`src/rtl/hold_pulse_mon_pkg.sv`:
```
// Shared types for the hold_2 strobe monitor.
// Optional build macro: HOLD_PULSE_MON_TIMESTAMP_EN.
package hold_pulse_mon_pkg;

   typedef enum logic [1:0] {
      IDLE,
      HOLD_G,
      HOLD_F
   } state_t;

   localparam logic SIG_G = 1'b0;
   localparam logic SIG_F = 1'b1;

   localparam int REC_TS_W = 16;
   localparam int REC_LEN_W = 32;

   typedef struct packed {
      logic                 sig;
      logic [REC_LEN_W-1:0] len;
      logic                 short;
   } rec_t;

endpackage

```
`src/rtl/hold_pulse_mon_if.sv`:
```
// One-deep hold record channel with valid/ready handshake.
// rec_ts exists only with HOLD_PULSE_MON_TIMESTAMP_EN.
interface hold_pulse_mon_if
   import hold_pulse_mon_pkg::*;
#(
   parameter int CNT_W = 8
);
   logic             rec_valid;
   logic             rec_ready;
   logic             rec_sig;
   logic [CNT_W-1:0] rec_len;
   logic             rec_short;
`ifdef HOLD_PULSE_MON_TIMESTAMP_EN
   logic [REC_TS_W-1:0] rec_ts;

   modport master (
      output rec_valid, rec_sig, rec_len, rec_short, rec_ts,
      input  rec_ready
   );
   modport slave (
      input  rec_valid, rec_sig, rec_len, rec_short, rec_ts,
      output rec_ready
   );
`else
   modport master (
      output rec_valid, rec_sig, rec_len, rec_short,
      input  rec_ready
   );
   modport slave (
      input  rec_valid, rec_sig, rec_len, rec_short,
      output rec_ready
   );
`endif
endinterface

```
`src/rtl/hold_pulse_mon_satcnt.sv`:
```
// Saturating length counter: load-to-1 or increment, sticks at all-ones.
module hold_pulse_mon_satcnt #(
   parameter int W = 8
) (
   input  logic         clk,
   input  logic         rst,
   input  logic         load,
   input  logic         inc,
   output logic [W-1:0] q,
   output logic         sat
);
   assign sat = &q;

   always_ff @(posedge clk) begin
      if (rst) begin
         q <= '0;
      end else if (load) begin
         q <= W'(1);
      end else if (inc && !sat) begin
         q <= q + W'(1);
      end
   end
endmodule

```
`src/rtl/hold_pulse_mon.sv`:
```
// Hold-length monitor for hold_2 g/f strobes with one-deep record output.
// Optional build macro: HOLD_PULSE_MON_TIMESTAMP_EN (adds rec_ts).
module hold_pulse_mon
   import hold_pulse_mon_pkg::*;
#(
   parameter int CNT_W    = 8,
   parameter int MAX_HOLD = 16,
   parameter int MIN_HOLD = 2
) (
   input  logic             clk,
   input  logic             rst,
   input  logic             g_i,
   input  logic             f_i,
   input  logic             clr_i,
   hold_pulse_mon_if.master rec,
   output logic [CNT_W-1:0] g_count,
   output logic [CNT_W-1:0] f_count,
   output logic             err_both,
   output logic             err_long,
   output logic             rec_ovf
);
   state_t           state;
   logic [CNT_W-1:0] len;
   logic             len_sat;
   logic             in_g, in_f;
   logic             fall, load, inc, long_hit;
   logic             valid_q, sig_q, short_q;
   logic [CNT_W-1:0] len_q;

   assign in_g = (state == HOLD_G);
   assign in_f = (state == HOLD_F);
   assign fall = (in_g && !g_i) || (in_f && !f_i);
   assign inc  = (in_g && g_i) || (in_f && f_i);
   assign load = ((state == IDLE) && (g_i ^ f_i))
               || (in_g && !g_i && f_i)
               || (in_f && !f_i && g_i);

   // Saturated length never "becomes" MAX_HOLD again, so one set per hold.
   assign long_hit = (inc && !len_sat && (int'(len) + 1 == MAX_HOLD))
                   || (load && (MAX_HOLD == 1));

   hold_pulse_mon_satcnt #(.W(CNT_W)) u_len (
      .clk  (clk),
      .rst  (rst),
      .load (load),
      .inc  (inc),
      .q    (len),
      .sat  (len_sat)
   );

   always_ff @(posedge clk) begin
      if (rst) begin
         state    <= IDLE;
         g_count  <= '0;
         f_count  <= '0;
         err_both <= 1'b0;
         err_long <= 1'b0;
         rec_ovf  <= 1'b0;
         valid_q  <= 1'b0;
         sig_q    <= 1'b0;
         len_q    <= '0;
         short_q  <= 1'b0;
      end else begin
         if (clr_i) begin
            err_both <= 1'b0;
            err_long <= 1'b0;
            rec_ovf  <= 1'b0;
         end
         if (g_i && f_i) err_both <= 1'b1;
         if (long_hit) err_long <= 1'b1;

         if (fall) begin
            valid_q <= 1'b1;
            sig_q   <= in_f ? SIG_F : SIG_G;
            len_q   <= len;
            short_q <= (int'(len) < MIN_HOLD);
            if (valid_q && !rec.rec_ready) rec_ovf <= 1'b1;
         end else if (valid_q && rec.rec_ready) begin
            valid_q <= 1'b0;
         end

         unique case (state)
            IDLE: begin
               if (g_i && !f_i) state <= HOLD_G;
               else if (f_i && !g_i) state <= HOLD_F;
            end
            HOLD_G: begin
               if (!g_i) begin
                  g_count <= g_count + CNT_W'(1);
                  state   <= f_i ? HOLD_F : IDLE;
               end
            end
            HOLD_F: begin
               if (!f_i) begin
                  f_count <= f_count + CNT_W'(1);
                  state   <= g_i ? HOLD_G : IDLE;
               end
            end
            default: state <= IDLE;
         endcase
      end
   end

   assign rec.rec_valid = valid_q;
   assign rec.rec_sig   = sig_q;
   assign rec.rec_len   = len_q;
   assign rec.rec_short = short_q;

`ifdef HOLD_PULSE_MON_TIMESTAMP_EN
   logic [REC_TS_W-1:0] ts, ts_start, ts_q;

   always_ff @(posedge clk) begin
      if (rst) begin
         ts       <= '0;
         ts_start <= '0;
         ts_q     <= '0;
      end else begin
         ts <= ts + REC_TS_W'(1);
         if (load) ts_start <= ts;
         if (fall) ts_q <= ts_start;
      end
   end

   assign rec.rec_ts = ts_q;
`endif
endmodule

```
`src/flat_wrapper.sv`:
```
// flat-port wrapper written by rule: the top's interface ports become plain ports
module hold_pulse_mon_flat import hold_pulse_mon_pkg::*;
#(
   parameter int CNT_W    = 8,
   parameter int MAX_HOLD = 16,
   parameter int MIN_HOLD = 2
)
  (clk, rst, g_i, f_i, clr_i, g_count, f_count, err_both, err_long, rec_ovf, rec_rec_valid, rec_rec_sig, rec_rec_len, rec_rec_short, rec_rec_ready);
  hold_pulse_mon_if #(.CNT_W(CNT_W)) rec_i ();
  input  logic clk;
  input  logic rst;
  input  logic g_i;
  input  logic f_i;
  input  logic clr_i;
  output logic [CNT_W-1:0] g_count;
  output logic [CNT_W-1:0] f_count;
  output logic err_both;
  output logic err_long;
  output logic rec_ovf;
  output wire logic [$bits(rec_i.rec_valid)-1:0] rec_rec_valid;
  output wire logic [$bits(rec_i.rec_sig)-1:0] rec_rec_sig;
  output wire logic [$bits(rec_i.rec_len)-1:0] rec_rec_len;
  output wire logic [$bits(rec_i.rec_short)-1:0] rec_rec_short;
  input wire logic [$bits(rec_i.rec_ready)-1:0] rec_rec_ready;
  assign rec_rec_valid = rec_i.rec_valid;
  assign rec_rec_sig = rec_i.rec_sig;
  assign rec_rec_len = rec_i.rec_len;
  assign rec_rec_short = rec_i.rec_short;
  assign rec_i.rec_ready = rec_rec_ready;
  hold_pulse_mon #(.CNT_W(CNT_W), .MAX_HOLD(MAX_HOLD), .MIN_HOLD(MIN_HOLD)) u_core (.clk(clk), .rst(rst), .g_i(g_i), .f_i(f_i), .clr_i(clr_i), .rec(rec_i), .g_count(g_count), .f_count(f_count), .err_both(err_both), .err_long(err_long), .rec_ovf(rec_ovf));
endmodule
```
`config.mk`:
```
export PLATFORM = sky130hd
export DESIGN_NAME = hold_pulse_mon_flat
export DESIGN_NICKNAME = d
export VERILOG_FILES = /design/src/rtl/hold_pulse_mon_pkg.sv /design/src/rtl/hold_pulse_mon_if.sv /design/src/rtl/hold_pulse_mon_satcnt.sv /design/src/rtl/hold_pulse_mon.sv /design/src/flat_wrapper.sv
export SDC_FILE = /design/constraint.sdc
export NUM_CORES = 1
export LEC_CHECK = 0
export ABC_AREA = 1
export BUFFER_PORTS_ARGS = -buffer_cell sky130_fd_sc_hd__clkbuf_2
export CAP_MARGIN = 20
export CORE_AREA = 4 4 108 59
export CTS_CLUSTER_SIZE = 20
export DETAILED_ROUTE_END_ITERATION = 10
export DIE_AREA = 0 0 112 63
export GPL_ROUTABILITY_DRIVEN = 0
export GPL_TIMING_DRIVEN = 0
export HOLD_SLACK_MARGIN = 0.1
export SYNTH_ARGS = -nofsm -noshare
export SYNTH_HDL_FRONTEND = slang
export SYNTH_SLANG_ARGS = --single-unit
```
`constraint.sdc`:
```
create_clock -name clk -period 1.8 [get_ports clk]
set_clock_uncertainty 0.1 [all_clocks]
set_input_delay 0.27 -clock clk [delete_from_list [all_inputs] [get_ports clk]]
set_output_delay 0.27 -clock clk [all_outputs]
set_load 0.03 [all_outputs]
```
==> flow_summary.yaml, run 1 <==
worst_hold_path:
  hp-class: "input port to register"
clock_network:
  clockBufferDepth: 2
  root_buffer: "clkbuf_8"
  cts_made_buffers: 5
  htree_levels: 2
  post_cts.repair.setup_buffers: 0
  clkLatencyLatePin_ns: 0.29
  clkTransAtPathRegs_ns: 0.07
  cts_sinks: 40
  cts_tree: "yes"
synthesis:
  synth_edf_count: 0
  synth_compound_area_share_pct: 16.1
  synthesis.area_sq_um: 1900
  yosysSeqAreaShare_pct: 42.2
  synth_top_area_share_pct: 42.2
  ys_seq_elements: 40
  synth_cell_types: 33
  synth-xor-area-share_pct: 2.31
  yosys-top-cells-count: "nand2_1, dfxtp_1, inv_1, a21oi_1, nor2_1"
  netlist_instances: 256
  synthTopCellsByArea: "dfxtp_1, nand2_1, a21oi_1"
  syn_area_per_cell_sq_um: 7.42
  synth_flop_cell: "dfxtp_1"
  yosysWarnings: 0
  synth_fp_nets: 267
  synth_top_family_by_area: "simple AND/OR/NAND/NOR gates"
  synthSimpleGateAreaFrac_pct: 27.6
  synth_most_common_cell: "nand2_1"
  synth_mux_area_share_pct: 0
  synth_fa_ha_area_share_pct: 3.29
  yosys.area.top_type: "dfxtp_1"
  async_reset_ff_share_pct: 0
power_and_ir_drop:
  sequentialPowerShare_pct: 48.6
  p_sw_mw: 0.638
  p_total_mw: 2.05
  power_leakage_nw: 1.04
  ir_worst_vdd_uv: 365
  combPwrFrac_pct: 20.3
  p_int_mw: 1.42
  pwr_density_cell_nw_per_um2: 909
  p_sw_share_pct: 31.1
  clkPwrFrac_pct: 31.0
timing:
  fin_tns_setup_ns: 0
  slew_headroom_pct: 70.8
  slew_viol_final: 0
  tightest_slew_ns: 0.438
  fin_ws_ns: 0.182
  holdWs_ns: 0.152
  final-setup-viol-count: 0
  post-route-min-period_ns: 1.62
  rsz0062_at_grt: "no"
  hold_violations: 0
  min_period_over_period_pct: 89.9
  max_freq_ghz: 0.618
setup_path:
  reg2reg_slack_ns: 0.18
  worstSetupStartpointType: "register"
  critPathKind: "register to register"
  critical_path_required_ns: 1.89
  crit_path_end_kind: "register"
  cp_max_fo: 6
  worstPathArrival_ns: 1.70
cells_and_area:
  antennaDiodeCount: 0
  stdcell_count: 370
  stdcell_area_sq_um: 2260
  syn_to_final_growth_pct: 19.0
  final_nets: 308
  fin_util_pct: 42.2
  final_layout_size_suffix_gt1_share_pct: 21.5
route:
  firstDrtPassIters: 4
  drt_iter0_drc: 77
  drcViolationCount: 0
  postRouteAntennaNets: 0
  vias_per_cell: 4.72
  vias: 1746
  wl_per_cell_um: 11.8
  wirelength_um: 4360
die:
  start_util_pct: 35.5
  die_y_um: 63
  rows: 19
  die_w_um: 112
  io-pin-count: 36
  die-area_sq_um: 7060
  fp.coreArea_sq_um: 5350
place:
  io_buffers: 34
  dp_hpwl_um: 3270
  pre_cts_ws_ns: 0.131
  place_area_sq_um: 2160
  dp.cells: 363
global_routing:
  grt_pass1_vias: 1664
  grt_pass1_wl_um: 7530
  grtUsageTotal_pct: 13.2
  grt_max_degree: 12
  antenna_found_initial: 0
  grt_overflow: 0
job:
  cap_violations: 0
status:
  outcome: "completed"
==> worst max-delay path: stages (launching register included) <==
cell      delay (ns)
dfxtp_2         0.40
ha_1            0.22
nand2_1         0.12
nor2_1          0.15
nand2_1         0.10
nand2_2         0.09
inv_1           0.09
nand2_1         0.07
nand2_1         0.05
o211ai_1        0.07
inv_1           0.06
==> layout by cell type (no fill, tap or decap) <==
master	instances
nand4_1	6
o211ai_1	3
a21oi_2	1
xnor2_1	2
nand3_2	2
clkbuf_1	1
nand2_1	58
nand3b_1	1
clkbuf_2	35
a21oi_1	28
dfxtp_1	38
o21ai_0	15
and3_1	2
nor3_1	2
o22ai_1	1
inv_1	29
nor2_1	22
o21ai_4	1
inv_2	3
nor2_2	4
buf_6	2
clkbuf_8	7
xor2_1	3
nor4_1	1
nor3b_1	1
o21bai_1	3
dfxtp_2	2
nor2_4	1
o21ai_1	1
ha_1	5
buf_2	2
nand2_2	3
nand3_1	10
nand3_4	1
o211a_1	1
==> metal layers <==
metal	vias up	wire length [um]	global-route usage, %
met5	-	0	0
met4	0	55	5.25
met3	5	190	3.87
met1	791	1980	15.0
li1	921	-	-
met2	29	2130	23.2
==> logic make-up after synthesis <==
logic type	after synthesis
AOI/OAI and AO/OA	54
xor gates and xnor gates	5
adders and majority gates	5
buffers and inverters	38
DFF	40
and+or+nand+nor	114
==> flip-flops by register name, indices dropped and copies added, names as in the netlist <==
register and count:
u_core.err_long 1, u_core.state 2, u_core.f_count 8, u_core.rec_ovf 1, u_core.rec.rec_len 8, u_core.rec.rec_sig 1, u_core.u_len.q 8, u_core.err_both 1
u_core.g_count 8, u_core.rec.rec_short 1, u_core.rec.rec_valid 1
==> timing repair <==
action                     CTS  global route
resized for setup            0             2
setup endpoints to repair    0             9
hold buffers                 0             0
==> area by class of cell <==
type / count / area (sq um)
Multi-Input combinational cell: 178 / 937
Inverter: 32 / 120
Timing Repair Buffer: 34 / 170
Buffer: 6 / 41.3
Tap cell: 73 / 91.3
Fill cell: 543 / 3090
Clock buffer: 7 / 96.3
Sequential cell: 40 / 803
==> power groups by stage <==
stage	Combinational [mW]	Clock, mW	Sequential (mW)
after floorplan	0.228	0	1.09
after global placement	0.411	0	1.01
after detailed placement	0.418	0	1.02
after CTS	0.420	0.664	0.996
after global routing	0.464	0.697	1.01
final	0.418	0.637	0.998
==> worst paths after layout <==
path / end / cells past startpoint / startpoint
max reg2reg: u_core.u_len.q[2] / 10 / u_core.u_len.q[0]
min reg2reg: u_core.g_count[7] / 2 / u_core.g_count[7]
max: u_core.u_len.q[2] / 10 / u_core.u_len.q[0]
min: u_core.rec_ovf / 4 / clr_i
(Power assumes the default switching activity.)
==> inputs of run 2 (changes only) <==
--- a/config.mk
+++ b/config.mk
@@ -8,6 +8,8 @@
 export ABC_AREA = 1
 export BUFFER_PORTS_ARGS = -buffer_cell sky130_fd_sc_hd__clkbuf_2
 export CAP_MARGIN = 20
+export CELL_PAD_IN_SITES_DETAIL_PLACEMENT = 1
+export CELL_PAD_IN_SITES_GLOBAL_PLACEMENT = 1
 export CORE_AREA = 4 4 108 59
 export CTS_CLUSTER_SIZE = 20
 export DETAILED_ROUTE_END_ITERATION = 10
@@ -15,6 +17,9 @@
 export GPL_ROUTABILITY_DRIVEN = 0
 export GPL_TIMING_DRIVEN = 0
 export HOLD_SLACK_MARGIN = 0.1
+export PLACE_DENSITY_LB_ADDON = 0.1
+export RECOVER_POWER = 100
 export SYNTH_ARGS = -nofsm -noshare
 export SYNTH_HDL_FRONTEND = slang
 export SYNTH_SLANG_ARGS = --single-unit
+export TNS_END_PERCENT = 100
==> flow_summary.yaml, run 2 (synthesized netlist as in run 1, its figures left out) <==
clock_network:
  clkLatencyLatePin_ns: 0.29
  htree_levels: 2
  clkTransAtPathRegs_ns: 0.08
  root_buffer: "clkbuf_8"
  clockBufferDepth: 2
  cts_tree: "yes"
  cts_sinks: 40
  cts_made_buffers: 5
worst_hold_path:
  hp-class: "input port to register"
  hp-start: "rec_rec_ready"
timing:
  max_freq_ghz: 0.619
  tightest_slew_ns: 0.561
  holdWs_ns: 0.142
  rsz0062_at_grt: "no"
  slew_headroom_pct: 62.6
  post-route-min-period_ns: 1.62
  slew_viol_final: 0
  hold_violations: 0
  fin_tns_setup_ns: 0
  min_period_over_period_pct: 89.7
  final-setup-viol-count: 0
place:
  dp_hpwl_um: 3720
  dp.cells: 363
  io_buffers: 34
cells_and_area:
  final_layout_size_suffix_gt1_share_pct: 10.1
  final_nets: 308
  layout_commonest_cell: "nand2_1"
  syn_to_final_growth_pct: 18.1
  fin_util_pct: 41.9
  stdcell_count: 371
  antennaDiodeCount: 0
  final_cell_mix: "nand2_1, dfxtp_1, clkbuf_1"
  nFillCells: 703
power_and_ir_drop:
  p_sw_share_pct: 30.2
  sequentialPowerShare_pct: 44.8
  p_sw_mw: 0.672
  p_int_mw: 1.55
  power_leakage_nw: 0.948
  combPwrFrac_pct: 18.5
  ir_worst_vdd_uv: 336
  clkPwrFrac_pct: 36.7
  pwr_density_cell_nw_per_um2: 991
die:
  die-area_sq_um: 7060
  fp.coreArea_sq_um: 5350
  die_w_um: 112
  start_util_pct: 35.5
  die_y_um: 63
  io-pin-count: 36
  rows: 19
route:
  wl_per_cell_um: 13.1
  drt_iter0_drc: 71
  postRouteAntennaNets: 0
  firstDrtPassIters: 4
  vias_per_cell: 4.78
  wirelength_um: 4840
  vias: 1773
  drcViolationCount: 0
setup_path:
  worstSetupStartpointType: "register"
  r2r_start: "u_core.u_len.q[0]"
  crit_path_end_kind: "register"
  cp_max_fo: 10
  critPathKind: "register to register"
  critical_path_required_ns: 1.89
  critPathLaunch: "u_core.u_len.q[0]"
  worstPathArrival_ns: 1.70
global_routing:
  grtUsageTotal_pct: 15.1
  antenna_found_initial: 0
  grt_overflow: 0
  grt_pass1_wl_um: 8650
  grt_max_degree: 13
  grt_pass1_vias: 1831
job:
  cap_violations: 0
status:
  outcome: "completed"
[run 2: layout make-up]
| cell class | instances | area (sq um) | area share (%) |
|---|---|---|---|
| Sequential cell | 40 | 803 | 35.8 |
| Timing Repair Buffer | 34 | 133 | 5.91 |
| Tap cell | 73 | 91.3 | 4.07 |
| Clock inverter | 1 | 30.0 | 1.34 |
| Multi-Input combinational cell | 178 | 930 | 41.4 |
| Buffer | 6 | 40.0 | 1.78 |
| Inverter | 32 | 120 | 5.35 |
| Clock buffer | 7 | 96.3 | 4.29 |
[run 2: repair_timing]
item | CTS | global route
setup endpoints to repair | 0 | 9
resized for setup | 0 | 3
hold buffers | 0 | 0
buffers inserted | 0 | 0
hold endpoints to repair | 0 | 0
[run 2: critical path, stage by stage (launching register included)]
cell	delay [ns]
dfxtp_2	0.39
ha_1	0.21
nand2_1	0.13
nor2_2	0.14
nand2_1	0.10
nand2_2	0.09
buf_6	0.14
nand2_1	0.06
o211ai_1	0.08
inv_1	0.05
[run 2: power groups by stage]
stage	sequential (mW)	combinational, mW	clock [mW]
finish	0.997	0.412	0.815
global route	1.01	0.465	0.895
CTS	0.996	0.431	0.839
detailed placement	1.02	0.428	0
global placement	1.01	0.420	0
floorplan	1.09	0.228	0
[run 2: through the flow]
step	worst slack (ns)	instance area (sq um)	power (mW)
floorplan	0.329	1900	1.32
global placement	0.139	2160	1.43
detailed placement	0.104	2160	1.44
CTS	0.0670	2290	2.26
global route	0.00535	2240	2.37
finish	0.185	2240	2.22
[run 2: worst paths after layout]
| check | endpoint | slack, ns | depth (start not counted) |
|---|---|---|---|
| hold reg to reg | u_core.g_count[7] | 0.36 | 2 |
| hold / removal | u_core.rec_ovf | 0.14 | 4 |
| setup reg to reg | u_core.u_len.q[1] | 0.18 | 9 |
| setup / recovery | u_core.u_len.q[1] | 0.18 | 9 |
[run 2: routing by layer]
layer	share of wire (%)	global-route usage, %
met5	0	0
met4	1.2	4.35
met3	3.7	3.97
met2	47	25.4
met1	48	19.0
